$ cat src/rtl/mtx_issue_sched.sv
// rtl/mtx_issue_sched.sv - issue sequencer for the DIM x DIM matrix-multiply datapath
// Walks row-major index pairs into the dot-product unit and shadows them to the result buffer.
module mtx_issue_sched #(
    parameter int DIM_LOG2  = 3,
    parameter int PIPE_LAT  = 4,
    parameter int CNT_WIDTH = 32
) (
    input  logic                  CLK,
    input  logic                  RST,
    input  logic                  START,
    input  logic                  ABORT,
    input  logic                  STALL,
    output logic [DIM_LOG2-1:0]   A_SELECT,
    output logic [DIM_LOG2-1:0]   B_SELECT,
    output logic                  ISSUE_VALID,
    output logic                  WR_EN,
    output logic [2*DIM_LOG2-1:0] WR_ADDR,
    output logic                  BUSY,
    output logic                  DONE,
    output logic [1:0]            STATUS,
    output logic [CNT_WIDTH-1:0]  CYCLES
);

    localparam int               IDX_W    = 2 * DIM_LOG2;
    localparam logic [IDX_W-1:0] LAST_IDX = {IDX_W{1'b1}};

    typedef enum logic [1:0] {
        S_IDLE  = 2'd0,
        S_ISSUE = 2'd1,
        S_DRAIN = 2'd2,
        S_DONE  = 2'd3
    } state_t;

    state_t              state;
    logic [IDX_W-1:0]    idx;
    logic [PIPE_LAT-1:0] sh_valid;
    logic [IDX_W-1:0]    sh_addr [PIPE_LAT];

    logic issue;
    logic abort_run;
    logic start_ok;
    logic last_retire;

    // Issue is a same-cycle function of STALL so a stalled cycle never presents an index.
    assign issue       = (state == S_ISSUE) && !STALL;
    assign abort_run   = ABORT && (state != S_IDLE);
    assign start_ok    = START && !ABORT && (state == S_IDLE);
    assign last_retire = WR_EN && (WR_ADDR == LAST_IDX);

    assign ISSUE_VALID = issue;
    assign A_SELECT    = idx[IDX_W-1:DIM_LOG2];
    assign B_SELECT    = idx[DIM_LOG2-1:0];
    assign WR_EN       = sh_valid[PIPE_LAT-1];
    assign WR_ADDR     = sh_addr[PIPE_LAT-1];
    assign BUSY        = (state == S_ISSUE) || (state == S_DRAIN);
    assign DONE        = (state == S_DONE);

    always_ff @(posedge CLK or posedge RST) begin
        if (RST) begin
            state  <= S_IDLE;
            idx    <= '0;
            STATUS <= 2'b00;
            CYCLES <= '0;
        end else begin
            // The abort cycle itself still counts: the run was busy during it.
            if (start_ok) begin
                CYCLES <= '0;
            end else if ((state != S_IDLE) && (CYCLES != {CNT_WIDTH{1'b1}})) begin
                CYCLES <= CYCLES + 1'b1;
            end

            if (abort_run) begin
                state  <= S_IDLE;
                STATUS <= 2'b11;
            end else begin
                case (state)
                    S_IDLE: begin
                        if (start_ok) begin
                            state  <= S_ISSUE;
                            idx    <= '0;
                            STATUS <= 2'b01;
                        end
                    end
                    S_ISSUE: begin
                        if (issue) begin
                            idx <= idx + 1'b1;
                            if (idx == LAST_IDX) begin
                                state <= S_DRAIN;
                            end
                        end
                    end
                    S_DRAIN: begin
                        if (last_retire) begin
                            state  <= S_DONE;
                            STATUS <= 2'b10;
                        end
                    end
                    default: begin
                        state <= S_IDLE;
                    end
                endcase
            end
        end
    end

    // Shadow of the free-running dot-product pipeline; only reset or abort empties it.
    always_ff @(posedge CLK or posedge RST) begin
        if (RST) begin
            sh_valid <= '0;
            for (int i = 0; i < PIPE_LAT; i++) begin
                sh_addr[i] <= '0;
            end
        end else begin
            for (int i = PIPE_LAT - 1; i > 0; i--) begin
                sh_valid[i] <= sh_valid[i-1];
                sh_addr[i]  <= sh_addr[i-1];
            end
            sh_valid[0] <= issue;
            sh_addr[0]  <= idx;
            if (abort_run) begin
                sh_valid <= '0;
            end
        end
    end

endmodule

$ cat config.mk
export PLATFORM = sky130hd
export DESIGN_NAME = mtx_issue_sched
export DESIGN_NICKNAME = d
export VERILOG_FILES = /design/src/rtl/mtx_issue_sched.sv
export SDC_FILE = /design/constraint.sdc
export NUM_CORES = 1
export LEC_CHECK = 0
export BUFFER_PORTS_ARGS = -buffer_cell sky130_fd_sc_hd__buf_2
export CORE_MARGIN = 5
export CORE_UTILIZATION = 35
export CTS_CLUSTER_DIAMETER = 120
export DETAILED_ROUTE_END_ITERATION = 8
export SKIP_CTS_REPAIR_TIMING = 1
export SLEW_MARGIN = 40
export SYNTH_ARGS = -nofsm -noshare
export SYNTH_HDL_FRONTEND = slang
export SYNTH_SLANG_ARGS = --single-unit
$ cat constraint.sdc
create_clock -name CLK -period 2.75 [get_ports CLK]
set_input_delay 0.275 -clock CLK [delete_from_list [all_inputs] [get_ports CLK]]
set_output_delay 0.275 -clock CLK [all_outputs]
set_load 0.005 [all_outputs]
==> metrics <==
status completed; Slew @ Worst Pin 0.568 ns; cell area after synthesis 3220 µm²; Switching Fraction between 30 and 40%; synth unique cells 41; power share of the sequential group 43.5%; Iteration-0 DRC Markers 122; DR DRC count 0; TritonCTS Buffers 9; gpl congestion 0.812; Hold Path Class in -> reg; flops & latches, synth 70; dpl ws 0.436 ns; Initial Util 35.3%; share of the synthesized area in the top cell type 54.5%; first-pass GRT wire length 12.4 mm; Setup TNS 0 ns; Worst Hold Depth 3; Int Pwr 2330 µW; most frequent cells in the layout dfrtp_1 (70), buf_2 (54), nand2_1 (44); Tcrit/Tclk final 84.0%; top cells by area in the synthesized netlist dfrtp_1 (54%), nand2_1 (5.1%), nand3_1 (4.4%); DR WL/cell 15.0 µm; Worst Slack Setup Final 0.440 ns; R2R depth 6; global router's overall resource usage 13.8%; Core Box Area between 9000 and 10,000 µm²; critical path arrival 2.54 ns; Max VDD drop 0.464 mV; synthesized area per cell 10.4 µm²; most common cell after layout, fill and taps aside dfrtp_1; Cells after Synth 310; # nets final 380; Rows 35; Leak Pwr 0.00185 µW; asr flop ratio synth 100%; worst-path fanout max 6; Post-synth EDFFs 0; Avg Vias per Cell 5.24; DRT Pass-1 Iters 4; relative slew slack 61.9%; fin util 42.0%; Setup crit start kind flip-flop; vias in the first global route 2,498; P_sw 1390 µW; FMAX 433 MHz; via count ~2,500; TritonCTS Sinks 70; WP data required 2.98 ns; count of pins over their slew limit 0; clock insertion delay at the later pin of the skew report ~0.34 ns; HPWL after DPL a little over 5 mm; die area approximately 11,000 µm²; initial antenna violation count 0; Synth Flop Type dfrtp_1; Max Buffers Root-to-Sink 2; Antenna Nets Post-Route 0; Syn Nets 321; fin crit period approximately 2.3 ns; I/O Buffers 54; Comb pwr share about a third; root buffer cell clkbuf_8; CTS tree built; register area share after synthesis 54.5%; Hold Vio Cnt, Final 0; H-tree levels 3; die height between 100 and 150 µm; max cap viols 0; Worst Setup End Kind flip-flop; warnings from Yosys 0; Die Wd 106 µm; crit path kind reg -> reg; global route overflow 0; ant diodes 0; layout cell share with drive strength beyond 1 a little under a quarter; total power between 3000 and 4000 µW; RSZ-0062 raised after global routing no; Area Overhead vs Synth 19.1%; largest net degree at the start of global routing 37; Worst Clk Skew approximately 0.011 ns; Final Setup Violations 0; area leader, netlist dfrtp_1; clock power share between 20% and 30%; final WL 7.26 mm; clock slew at reported path FFs approximately 0.080 ns; Power Dens Cells 972 nW/µm²; io pins 55
==> final cells by class <==
cell class	count	area, µm²
flip-flops and latches	70	1750
clock buffers	10	128
multi-input cells	212	1320
inverters	11	41.3
well taps	111	139
clock inverters	6	93.8
fillers	892	5280
repair buffers	65	355
==> worst max-delay path, cell delays in order (launching register included) <==
cell and delay [ns]:
dfrtp_1 0.43, ha_1 0.23, nand4_1 0.23, nor4_2 0.35, nand3_1 0.25, or3_1 0.44
a32o_1 0.27
==> cells in the mapped netlist (all sizes together) (6+ instances only) <==
master	count
a21oi	7
nand3	28
dfrtp	70
nor2	9
o21ai	27
or4	6
xor2	7
xnor2	8
inv	11
nand2	44
ha	6
clkbuf	9
buf	8
and2	7
nand4	9
==> metal layers <==
metal / wire length [µm] / vias up / GRT usage (%)
li1: - / 1225 / -
met1: 3500 / 1249 / 18.7
met2: 3290 / 62 / 21.1
met3: 377 / 7 / 3.74
met4: 97 / 0 / 5.37
met5: 0 / - / 0
==> cell families (layout without fill, tap and decap cells) <==
group                      count (synthesis)  after routing  share of synthesized area (%)
and+or+nand+nor                          127            127                           20.8
muxes                                      5              5                           1.56
xor gates and xnor gates                  15             15                           4.09
AOI/OAI and AO/OA                         59             59                           12.3
adders and majority gates                  6              6                           2.33
buffers and inverters                     28             92                           4.44
DFF                                       70             70                           54.5
==> through the flow <==
| step | cell area [µm²] | hold WS [ns] | instances |
|---|---|---|---|
| 3_3_place_gp | 3600 | 0.323 | 468 |
| 5_1_grt | 3830 | 0.265 | 485 |
| 6_report | 3830 | 0.260 | 485 |
| 3_5_place_dp | 3600 | 0.326 | 468 |
| 2_1_floorplan | 3220 | 0.331 | 310 |
| 4_1_cts | 3820 | -0.0419 | 484 |
==> power by group through the flow <==
stage	combinational, µW	clock (µW)	sequential, µW
6_report	1180	922	1620
5_1_grt	1320	996	1680
2_1_floorplan	791	0	1580
3_3_place_gp	1170	0	1620
4_1_cts	1200	946	1620
3_5_place_dp	1190	0	1640
==> sequential cells by signal, indices dropped and copies added, names as in the netlist <==
name	flops
CYCLES	32
sh_addr	18
WR_ADDR	6
idx	6
sh_valid	4
STATUS	2
state	2
==> final timing paths <==
path | from | to | slack, ns
setup / recovery | CYCLES[0]$_DFFE_PP0P_ | CYCLES[1]$_DFFE_PP0P_ | 0.44
hold / removal | STALL | sh_valid[0]$_DFF_PP0_ | 0.26
setup reg to reg | CYCLES[0]$_DFFE_PP0P_ | CYCLES[1]$_DFFE_PP0P_ | 0.44
hold reg to reg | sh_addr[10]$_DFF_PP0_ | WR_ADDR[4]$_DFF_PP0_ | 0.35
max in group asynchronous | RST | sh_addr[17]$_DFF_PP0_ | 1.48
min in group asynchronous | RST | CYCLES[16]$_DFFE_PP0P_ | 0.50
(Power assumes the default switching activity.)
